===== config.mk =====
export PLATFORM = sky130hd
export DESIGN_NAME = reorder_buffer
export DESIGN_NICKNAME = d
export VERILOG_FILES = /design/src/rtl/reorder_buffer.sv
export SDC_FILE = /design/constraint.sdc
export NUM_CORES = 2
export LEC_CHECK = 0
export BUFFER_PORTS_ARGS = -buffer_cell sky130_fd_sc_hd__buf_4
export CAP_MARGIN = 20
export CORE_AREA = 2 2 334 336
export CTS_CLUSTER_DIAMETER = 80
export DETAILED_ROUTE_END_ITERATION = 10
export DIE_AREA = 0 0 336 338
export PLACE_DENSITY_LB_ADDON = 0.25
export SETUP_SLACK_MARGIN = 0.4
export SLEW_MARGIN = 10
export SYNTH_ARGS = -nofsm -noshare
export SYNTH_HDL_FRONTEND = slang
export SYNTH_SLANG_ARGS = --single-unit

===== constraint.sdc =====
create_clock -name clk -period 5.5 [get_ports clk]
set_clock_uncertainty 0.1 [all_clocks]
set_input_delay 0 -clock clk [delete_from_list [all_inputs] [get_ports clk]]
set_output_delay 0 -clock clk [all_outputs]
set_load 0.02 [all_outputs]

===== src/rtl/reorder_buffer.sv =====
// reorder_buffer: circular in-order ROB (tags 1..ROB_SIZE-1) with CDB writeback, in-order commit and misbranch rollback; ROB_CDB_BYPASS_EN adds same-cycle CDB forwarding to the queries.
module reorder_buffer #(
  parameter int ROB_SIZE = 16,
  parameter int TAG_W = 4
) (
  input  logic             clk,
  input  logic             rst,
  input  logic             ena,
  input  logic             in_alloc_ena,
  input  logic [4:0]       in_alloc_rd,
  input  logic             in_alloc_is_branch,
  input  logic             in_alloc_pred_taken,
  output logic [TAG_W-1:0] out_alloc_tag,
  output logic             out_full,
  input  logic             in_cdb_ena,
  input  logic [TAG_W-1:0] in_cdb_tag,
  input  logic [31:0]      in_cdb_value,
  input  logic             in_cdb_taken,
  input  logic [31:0]      in_cdb_target,
  input  logic [TAG_W-1:0] in_query_tag1,
  input  logic [TAG_W-1:0] in_query_tag2,
  output logic             out_query_ready1,
  output logic             out_query_ready2,
  output logic [31:0]      out_query_value1,
  output logic [31:0]      out_query_value2,
  output logic [4:0]       out_commit_reg,
  output logic [TAG_W-1:0] out_commit_tag,
  output logic [31:0]      out_commit_value,
  output logic             out_rollback,
  output logic [31:0]      out_rollback_pc
);
  localparam logic [TAG_W-1:0] FIRST = TAG_W'(1);
  localparam logic [TAG_W-1:0] LAST = TAG_W'(ROB_SIZE - 1);
  logic [ROB_SIZE-1:0] busy, ready, is_br, pred, taken;
  logic [4:0]  rd     [ROB_SIZE];
  logic [31:0] value  [ROB_SIZE];
  logic [31:0] target [ROB_SIZE];
  logic [TAG_W-1:0] head, tail, count;
  logic commit_en, mispredict, alloc_en, cdb_en, byp1, byp2, rdy1, rdy2;
  function automatic logic [TAG_W-1:0] nxt(input logic [TAG_W-1:0] p);
    return p == LAST ? FIRST : p + FIRST;
  endfunction
  assign out_full      = count == LAST;
  assign out_alloc_tag = tail;
  assign commit_en     = ena && !out_rollback && count != '0 && busy[head] && ready[head];
  assign mispredict    = commit_en && is_br[head] && (taken[head] != pred[head]);
  assign alloc_en      = ena && in_alloc_ena && !out_full && !out_rollback;
  assign cdb_en        = ena && in_cdb_ena && !out_rollback && busy[in_cdb_tag];
  assign out_commit_reg   = commit_en ? rd[head] : '0;
  assign out_commit_tag   = commit_en ? head : '0;
  assign out_commit_value = commit_en ? value[head] : '0;
  assign rdy1 = busy[in_query_tag1] && ready[in_query_tag1];
  assign rdy2 = busy[in_query_tag2] && ready[in_query_tag2];
`ifdef ROB_CDB_BYPASS_EN
  assign byp1 = in_cdb_ena && in_cdb_tag == in_query_tag1 && busy[in_query_tag1] && !out_rollback;
  assign byp2 = in_cdb_ena && in_cdb_tag == in_query_tag2 && busy[in_query_tag2] && !out_rollback;
`else
  assign byp1 = 1'b0;
  assign byp2 = 1'b0;
`endif
  assign out_query_ready1 = byp1 || rdy1;
  assign out_query_ready2 = byp2 || rdy2;
  assign out_query_value1 = byp1 ? in_cdb_value : rdy1 ? value[in_query_tag1] : '0;
  assign out_query_value2 = byp2 ? in_cdb_value : rdy2 ? value[in_query_tag2] : '0;
  always_ff @(posedge clk) begin
    if (rst || mispredict) begin
      for (int i = 0; i < ROB_SIZE; i++) begin
        busy[i]   <= 1'b0;
        ready[i]  <= 1'b0;
        is_br[i]  <= 1'b0;
        pred[i]   <= 1'b0;
        taken[i]  <= 1'b0;
        rd[i]     <= '0;
        value[i]  <= '0;
        target[i] <= '0;
      end
      head  <= FIRST;
      tail  <= FIRST;
      count <= '0;
    end else begin
      if (cdb_en) begin
        ready[in_cdb_tag]  <= 1'b1;
        value[in_cdb_tag]  <= in_cdb_value;
        taken[in_cdb_tag]  <= in_cdb_taken;
        target[in_cdb_tag] <= in_cdb_target;
      end
      // head != tail whenever both fire, so these writes never collide
      if (alloc_en) begin
        busy[tail]  <= 1'b1;
        ready[tail] <= 1'b0;
        rd[tail]    <= in_alloc_rd;
        is_br[tail] <= in_alloc_is_branch;
        pred[tail]  <= in_alloc_pred_taken;
        tail        <= nxt(tail);
      end
      if (commit_en) begin
        busy[head]  <= 1'b0;
        ready[head] <= 1'b0;
        head        <= nxt(head);
      end
      count <= count + TAG_W'(alloc_en) - TAG_W'(commit_en);
    end
  end
  always_ff @(posedge clk) begin
    out_rollback <= !rst && mispredict;
    if (rst) out_rollback_pc <= '0;
    else if (mispredict) out_rollback_pc <= target[head];
  end
endmodule


==> out/metrics.yaml <==
crit_arrival_ns: 5.03
rows: 122
ys.flop_type: "edfxtp_1"
met1_usage_pct: 46.8
grt-ovfl-total: 0
clkLatencyLatePin_ns: 0.77
die_h_um: 338
tritoncts: "yes"
min_period_ns: 4.65
slowest_delay_ns: 0.73
synth_area_leaders: "edfxtp_1 53%, mux4_2 25%, nor2_1 6.2%, dfxtp_1 4.1%, clkbuf_1 1.4%"
cts.sinks: 1233
preCtsSetupSlack_ns: 0.936
first_pass_iters: 8
powerDensity_mw_per_mm2: 302
vias: 41906
place_congestion: 0.886
dieArea_sq_mm: 0.114
syn_inst: 4243
hpwlAfterDp_um: 108000
ys_seq_area_share_pct: 57.3
reg2reg_setup_slack_ns: 0.85
max_slew_margin_pct: 21.8
fin_nets: 4464
synth.avg_cell_area_sq_um: 14.7
use_met3_pct: 8.82
hp-class: "in -> reg"
wl_per_cell_um: 32.6
ys_warn_count: 0
crit_required_ns: 5.88
yosys.area.top_type: "edfxtp_1"
rsz0062_at_grt: "false"
finalSetupViolCount: 0
h-tree-depth: 4
start_util_pct: 56.7
crit_path_end_kind: "register"
outcome: "completed"
path_clk_slew_ns: 0.06
cts_root_buffer: "clkbuf_16"
nFillCells: 7705
syn-num-nets: 4347
synth_top_area_share_pct: 53.1
slew_viol_final: 0
power.total_mw: 21.3
io_buffers: 233
period_share_pct: 84.5
crit_path_top_delay_cell: "nand2_4"
cts_buffers: 134
setup_slack_ns: 0.853
grt_first_pass_wirelength_um: 283000
drive_gt1_share_pct: 28.7
ys_ff_latch: 1233
netlist_area_sq_mm: 0.0624
multi_input_area_sq_mm: 0.0248
drtIter0Drc: 6149
gr-usage-met2_pct: 53.9
antenna_found_initial: 2
fp.dieW_um: 336
postCtsSetupRepairBufs: 0
antenna_left: 0
startpoint_type: "register"
p_leak_nw: 24.0
grt_start_max_net_pins: 91
drcViolationCount: 0
clock.fmax_ghz: 0.215
routed_via_density: 7.03
synth.distinct_cells: 58
synth_edf_count: 1104
routed_wl_um: 194000
gr-usage-all-layers_pct: 34.7
worst_pin_slew_ns: 1.17
grt_pass1_vias: 41884
ioPinCount: 234
crit_path_cell_trace: "buf_4, nor2_1, a22oi_1, and3_1, nor4bb_1, a21oi_4, nand2_4, buf_12"
critPathMaxFanout: 50
top_usage_layer: "met2"
core_sq_mm: 0.110
async_flop_share_pct: 0
peakVddDrop_v: 0.000339
cap_viol_max_count: 0
hold_viol_final: 0
seq_area_sq_mm: 0.0358
cts_buffer_depth: 3
worstSetupPathType: "reg -> reg"
syn_to_final_growth_pct: 13.2
-- flip-flops by register name (all words and copies together), names as in the netlist, named ones only --
register         flops
rd                  80
target             512
ready               16
out_alloc_tag        4
is_br               16
pred                16
value              512
out_rollback         1
busy                16
taken               16
head                 4
out_rollback_pc     32
count                4
-- Yosys cell counts, types with 7 or more instances --
| cell type | number |
|---|---|
| a31oi_1 | 8 |
| buf_6 | 35 |
| nor2_1 | 1032 |
| dfxtp_1 | 129 |
| a31o_1 | 29 |
| nor3_1 | 100 |
| nor2b_1 | 112 |
| inv_1 | 23 |
| nor4_1 | 106 |
| o21ai_0 | 34 |
| and3_1 | 8 |
| buf_1 | 65 |
| buf_2 | 86 |
| mux4_2 | 698 |
| nand2_1 | 215 |
| mux2i_1 | 27 |
| ha_1 | 14 |
| buf_4 | 7 |
| edfxtp_1 | 1104 |
| a21oi_1 | 35 |
| clkbuf_1 | 239 |
| nand3_1 | 50 |
-- critical path: cells and delay by family (launching register included) --
| family | cells | cell delay [ns] |
|---|---|---|
| AO/OA/AOI/OAI | 2 | 0.96 |
| AND/OR/NAND/NOR | 4 | 1.81 |
| buffers and inverters | 2 | 1.11 |
| flip-flops | 1 | 0.33 |
-- cell usage in the layout, fill, tap and decap left out, types with 34 or more instances in the layout --
cell and count:
edfxtp_1 1104, nor2_1 1032, mux4_2 698, buf_4 300
nand2_1 205, clkbuf_16 135, dfxtp_1 122, nor2b_1 112
nor4_1 106, nor3_1 100, dlygate4sd3_1 83, nand3_1 49
a21oi_1 34
-- per-stage QoR --
| stage | hold WS (ns) | std cells | setup TNS (ns) | area (sq um) | utilization, % |
|---|---|---|---|---|---|
| 2_1_floorplan | 0.0439 | 4243 | -143.01 | 62400 | - |
| 3_3_place_gp | 0.238 | 5627 | 0 | 65300 | 59.3 |
| 3_5_place_dp | 0.248 | 5628 | 0 | 65300 | 59.4 |
| 4_1_cts | 0.0207 | 5956 | 0 | 70600 | 64.1 |
| 5_1_grt | 0.0722 | 5957 | 0 | 70600 | 64.2 |
| 6_report | 0.0588 | 5958 | 0 | 70600 | 64.2 |
-- final cells by class --
cell class,instances,share of cell area [%]
Inverter,25,0.144
Antenna cell,1,0.00354
Multi-Input combinational cell,2553,35.1
Clock buffer,175,5.10
Timing Repair Buffer,413,5.20
Sequential cell,1233,50.6
Clock inverter,70,1.15
Tap cell,1488,2.64
-- cell families (layout without fill, tap and decap cells) --
group	after synthesis	count (layout)	share of synthesized area, %
compound gates	153	153	1.93
xor+xnor	7	7	0.128
fa+ha+maj	15	15	0.313
buf+inv	457	683	3.39
flops	1233	1233	57.3
mux	727	727	25.7
other cells	0	1	0
simple gates	1651	1651	11.3
-- layer usage --
metal  up-vias  wire length (um)
li1      16632                 -
met1     21169             66800
met2      3527             91400
met3       572             27100
met4         6              9080
met5         -               138
-- report_power, final --
part / internal [mW] / leakage, nW / switching [mW] / total, mW
combinational: 0.654 / 9.38 / 0.911 / 1.57
sequential: 10.5 / 12.4 / 0.157 / 10.6
clock: 5.28 / 2.15 / 3.87 / 9.15
-- worst paths after layout --
check | startpoint | endpoint | cells past startpoint
max | head[3]$_SDFFE_PP0N_ | target[2][22]$_SDFFCE_PN0P_ | 8
min | in_alloc_pred_taken | pred[11]$_SDFFE_PP0P_ | 4
max reg2reg | head[3]$_SDFFE_PP0N_ | target[2][22]$_SDFFCE_PN0P_ | 8
min reg2reg | pred[13]$_SDFFE_PP0P_ | pred[13]$_SDFFE_PP0P_ | 2
-- repair_timing --
item / in CTS / in global routing
gates resized for setup: 0 / 0
hold buffers: 83 / 0
endpoints found under the hold margin: 1176 / 0
Note: power is estimated with default switching activity, not from simulation.
